File: config.mk
export PLATFORM = sky130hd
export DESIGN_NAME = parity_frame_rx
export DESIGN_NICKNAME = d
export VERILOG_FILES = /design/src/rtl/parity_pkg.sv /design/src/rtl/odd_check.sv /design/src/rtl/parity_frame_rx.sv
export SDC_FILE = /design/constraint.sdc
export NUM_CORES = 1
export LEC_CHECK = 0
export ABC_AREA = 1
export CAP_MARGIN = 0
export CORE_UTILIZATION = 55
export CTS_CLUSTER_DIAMETER = 30
export DETAILED_ROUTE_END_ITERATION = 7
export PLACE_DENSITY_LB_ADDON = 0.12
export SLEW_MARGIN = 20
export SYNTH_ARGS = -nofsm -noshare
export SYNTH_HDL_FRONTEND = slang
export SYNTH_SLANG_ARGS = --single-unit
export TNS_END_PERCENT = 1
File: constraint.sdc
create_clock -name clk -period 1.95 [get_ports clk]
set_clock_uncertainty 0.2 [all_clocks]
set_input_delay 0.4875 -clock clk [delete_from_list [all_inputs] [get_ports clk]]
set_output_delay 0.4875 -clock clk [all_outputs]
set_load 0.02 [all_outputs]
File: src/rtl/parity_pkg.sv
// parity_pkg: shared FSM state encodings and parity-sense constants for the parity frame receiver.
package parity_pkg;
   localparam logic [1:0] ST_IDLE = 2'd0;
   localparam logic [1:0] ST_DATA = 2'd1;
   localparam logic [1:0] ST_PAR  = 2'd2;
   localparam logic [1:0] ST_STOP = 2'd3;
   localparam bit PARITY_ODD  = 1'b1;
   localparam bit PARITY_EVEN = 1'b0;
endpackage

File: src/rtl/odd_check.sv
// odd_check: XOR-reduce of an N-bit word (1 when the word has an odd number of ones).
module odd_check #(
   parameter int N = 6
) (
   input  logic [N-1:0] din,
   output logic         dout
);
   assign dout = ^din;
endmodule

File: src/rtl/parity_frame_rx.sv
// parity_frame_rx: serial frame receiver (start, N data bits LSB first, parity, stop)
// with parity and framing error reporting.
module parity_frame_rx #(
   parameter int N          = 6,
   parameter bit PARITY_ODD = parity_pkg::PARITY_ODD
) (
   input  logic         clk,
   input  logic         rst_n,
   input  logic         bit_valid,
   input  logic         bit_in,
   output logic [N-1:0] data_out,
   output logic         data_valid,
   output logic         parity_err,
   output logic         frame_err,
   output logic         busy
);
   import parity_pkg::*;
   localparam int CW = $clog2(N) + 1;
   logic [1:0]    state_q, state_d;
   logic [CW-1:0] cnt_q, cnt_d;
   logic [N-1:0]  shift_q, shift_d, data_q, data_d;
   logic          pbit_q, pbit_d, dv_q, dv_d, perr_q, perr_d, ferr_q, ferr_d;
   logic          data_par;
   odd_check #(.N(N)) u_odd_check (
      .din  (shift_q),
      .dout (data_par)
   );
   always_comb begin
      state_d = state_q;
      cnt_d   = cnt_q;
      shift_d = shift_q;
      pbit_d  = pbit_q;
      data_d  = data_q;
      perr_d  = perr_q;
      ferr_d  = ferr_q;
      dv_d    = 1'b0;
      if (bit_valid) begin
         case (state_q)
            ST_IDLE: begin
               state_d = bit_in ? ST_IDLE : ST_DATA;
               cnt_d   = '0;
            end
            ST_DATA: begin
               // shifting in at the MSB end leaves the LSB-first word aligned after N bits
               shift_d = N'({bit_in, shift_q} >> 1);
               cnt_d   = cnt_q + 1'b1;
               state_d = (cnt_q == CW'(N - 1)) ? ST_PAR : ST_DATA;
            end
            ST_PAR: begin
               pbit_d  = bit_in;
               state_d = ST_STOP;
            end
            default: begin
               data_d  = shift_q;
               perr_d  = (data_par ^ pbit_q) != PARITY_ODD;
               ferr_d  = ~bit_in;
               dv_d    = 1'b1;
               state_d = ST_IDLE;
            end
         endcase
      end
   end
   always_ff @(posedge clk) begin
      if (!rst_n) begin
         state_q <= ST_IDLE;
         cnt_q   <= '0;
         shift_q <= '0;
         pbit_q  <= 1'b0;
         data_q  <= '0;
         dv_q    <= 1'b0;
         perr_q  <= 1'b0;
         ferr_q  <= 1'b0;
      end else begin
         state_q <= state_d;
         cnt_q   <= cnt_d;
         shift_q <= shift_d;
         pbit_q  <= pbit_d;
         data_q  <= data_d;
         dv_q    <= dv_d;
         perr_q  <= perr_d;
         ferr_q  <= ferr_d;
      end
   end
   assign data_out   = data_q;
   assign data_valid = dv_q;
   assign parity_err = perr_q;
   assign frame_err  = ferr_q;
   assign busy       = (state_q != ST_IDLE);
endmodule

==> results.txt <==
----------------------------------------------------
[GRT]
  Initial antenna violation count ... 0
  Number of global-route vias before repair ... 834
  Remaining global-route overflow ... 0
  Tot GR Track Use ... 24.2%
  Pin count of the biggest net entering global routing ... 16
  First-pass GRT wire length ... 3390 um

[Critical path]
  Critical-path maximum fanout ... 4
  Count of buffer and inverter cells on the critical path ... 2
  CP Capture Type ... output port
  Highest-delay cell along the critical path ... dfxtp_1
  Maximum single-stage delay on the critical path ... 0.43 ns
  Series of cell instances along the critical path ... nor2_2 -> inv_1 -> dlygate4sd2_1
  Kind of cell adding the most delay to the critical path ... flip-flops
  Worst r2r src ... state_q[1]
  Critical Setup Path Class ... register to output port
  FF-to-FF setup slack ... 0.57 ns
  Critical register-to-register path endpoint ... frame_err
  Worst Path Required ... 1.26 ns
  Type of origin of the critical path ... register
  Worst reg2reg path depth ... 5
  Worst Path Arrival ... 1.19 ns

[Power]
  Power Dens Cells ... a little under 700 nW/um^2
  Worst voltage drop across the vdd grid ... 0.000678 V
  Leakage ... 0.590 nW

[Synth]
  Yosys warning count ... 0
  Post-Synthesis Cells ... approximately 130
  Synth Cell Area ... 968 um^2
  Leading area contributor after synthesis ... dfxtp_1
  Post-synthesis average cell area ... about 7.5 um^2
  Largest cells by area after synthesis ... dfxtp_1 (45%), a21oi_1 (9.8%), nand2_1 (9.3%), o21ai_0 (8.3%), inv_1 (7.0%)
  Synth Register Bits ... 22
  Fraction of synthesized cell area taken by the top area cell type ... 45.5%
  Post-synth net total ... 135
  Post-synth cell types ... 19
  Sequential share of the synthesized area ... 45.5%

[Timing]
  Worst slew margin ... 83.3%
  Least-Margin Pin Slew ... roughly 0.25 ns
  Setup repair after global routing missed its margin ... no
  Total setup violations reported at the end of the flow ... 0
  Minimum period implied by the final worst setup slack ... around 1.9 ns
  Final hold viol count ... 0
  Share of the cycle needed by the critical path after routing ... 96.1%
  Highest achievable clock rate ... 534 MHz
  Number of slew-limit violations in the final report ... 0

[Drt]
  Total wire length ... 1950 um
  Iter 0 DRT Violations ... 27
  Count of unresolved DRC violations after routing ... 0
  Met2 wirelength from detailed routing ... 989 um
  Vias after detailed routing ... 907
  Detailed-route vias per instance ... 5.43
  Routed length on met3 ... between 80 and 90 um
  Detailed-route wire length on metal 1 ... 828 um
  Post-route ant nets ... 0
  First-pass DRT Iterations ... 6
  Max layer used ... met4
  Routed wirelength normalized by instance count ... 11.7 um

[Clock tree]
  Cts bufs inserted ... 3
  Max clock buf depth ... 2
  Number of setup buffers added after CTS ... 0
  Clock latency on the worst-skew pair ... 0.31 ns
  CTS root buf ... clkbuf_4
  Count of hold-fix buffers inserted at cts ... 0
  CTS sink count ... 22
  Number of gates resized after CTS ... 9
  Clock transition at path regs ... 0.12 ns
  Count of H-tree levels built during CTS ... 1
  CTS tree ... done

[Final layout]
  Layout area overhead ... 23.9%
  Layout Nets ... 158
  Fraction of layout instances using a drive strength above 1 ... 12.6%
  Seq. cell area ... 440 um^2
  Fill cell total of the finished layout ... between 100 and 150
  Post-Layout Inst Area ... 1200 um^2
  Final core utilization ... 76.1%
  Number of diodes ... 0
  Area of combinational cells with multiple inputs ... 434 um^2

[Die]
  Die Y ... ~44 um
  Die Span X ... approximately 44 um
  Core ar. ... 1580 um^2
  Effective utilization at floorplan ... 61.4%
  Number of core rows ... 14
  Overall die area ... a little under 2000 um^2
  IO Count ... 14

[Placed design]
  Area after DPL ... 1160 um^2
  Routability cong. ... between 0.8 and 0.9
  Placed wire-length estimate after detailed placement ... 1480 um
  PortBufs ... 13

[Min path]
  Worst hold path depth ... 2
  Type of the tightest min-delay check ... register to register
  Startpoint of the worst hold path ... cnt_q[3]
  End point of the worst hold path ... cnt_q[3]

[Outcome]
  Run status ... completed

[Run]
  Number of max-cap violations ... 0

----------------------------------------------------
[worst max path at each step]
stage,depth (start not counted),endpoint,slack [ns],from
2_1_floorplan,6,shift_q[5],0.51,bit_valid
3_3_place_gp,7,cnt_q[3],-0.03,bit_valid
3_5_place_dp,7,cnt_q[3],-0.14,bit_valid
4_1_cts,1,data_valid,0.03,data_valid
5_1_grt,3,busy,0.01,state_q[1]
6_report,3,busy,0.08,state_q[1]
[worst min-delay path, stage by stage (launching register included)]
cell and delay, ns:
dfxtp_1 0.33, nand2_1 0.06, a21oi_1 0.06
[cell families (layout without fill, tap and decap cells)]
family	after synthesis	in the layout	share of synthesized area [%]
AOI/OAI and AO/OA	40	40	22.4
xor gates and xnor gates	1	1	0.905
adders and majority gates	2	2	2.58
buffers and inverters	23	45	10.5
DFF	22	22	45.5
and+or+nand+nor	41	41	18.2
[sequential cells by signal (all words and copies together), names as in the netlist]
signal,cells
data_out,6
frame_err,1
pbit_q,1
data_valid,1
cnt_q,4
state_q,2
parity_err,1
shift_q,6
[where the power goes]
group          total, mW  internal (mW)  switching [mW]
combinational     0.0949         0.0380          0.0569
clock              0.253          0.114           0.139
sequential         0.470          0.461         0.00927
total              0.818          0.613           0.205
[layout by cell type (no fill, tap or decap), drive strengths merged]
| cell | n |
|---|---|
| nand2 | 25 |
| dfxtp | 22 |
| a21oi | 20 |
| inv | 20 |
| o21ai | 17 |
| dlygate4sd2 | 9 |
| nor2 | 9 |
| buf | 8 |
| nand3 | 6 |
| clkbuf | 4 |
| clkdlybuf4s50 | 3 |
| ha | 2 |
| nor3 | 1 |
| o21a | 1 |
| a22oi | 1 |
| xnor2 | 1 |
| a2bb2oi | 1 |
| dlymetal6s2s | 1 |
[stage by stage]
step | TNS (ns) | instances | power [mW] | hold slack, ns | setup slack (ns)
finish | 0 | 167 | 0.818 | 0.288 | 0.0762
global placement | -0.0327 | 163 | 0.568 | 0.254 | -0.0327
CTS | 0 | 167 | 0.820 | 0.288 | 0.0274
detailed placement | -0.803 | 163 | 0.574 | 0.270 | -0.141
global route | 0 | 167 | 0.858 | 0.308 | 0.0115
floorplan | 0 | 129 | 0.539 | 0.244 | 0.506
[routing by layer]
layer | vias to the layer above | global-route usage [%]
met1 | 423 | 27.5
met5 | - | 0
met4 | 0 | 10.9
met2 | 20 | 41.2
li1 | 460 | -
met3 | 4 | 7.92
[cells in the mapped netlist]
library cell  instances
o21a_1                1
nand2_1              24
a21oi_2               1
o21ai_0              16
inv_2                 2
clkbuf_1              1
buf_6                 2
xnor2_1               1
a22oi_1               1
inv_1                18
a2bb2oi_1             1
nand3_1               6
nor2_1                9
dfxtp_1              22
ha_1                  2
nand2_2               1
a21oi_1              19
o21ai_2               1
nor3_4                1
[final cells by class]
type                            instances  share of cell area [%]
Clock buffer                            4                    3.02
Inverter                               20                    6.26
Multi-Input combinational cell         84                    36.2
Sequential cell                        22                    36.7
Tap cell                               16                    1.67
Timing Repair Buffer                   21                    16.2
(Power assumes the default switching activity.)
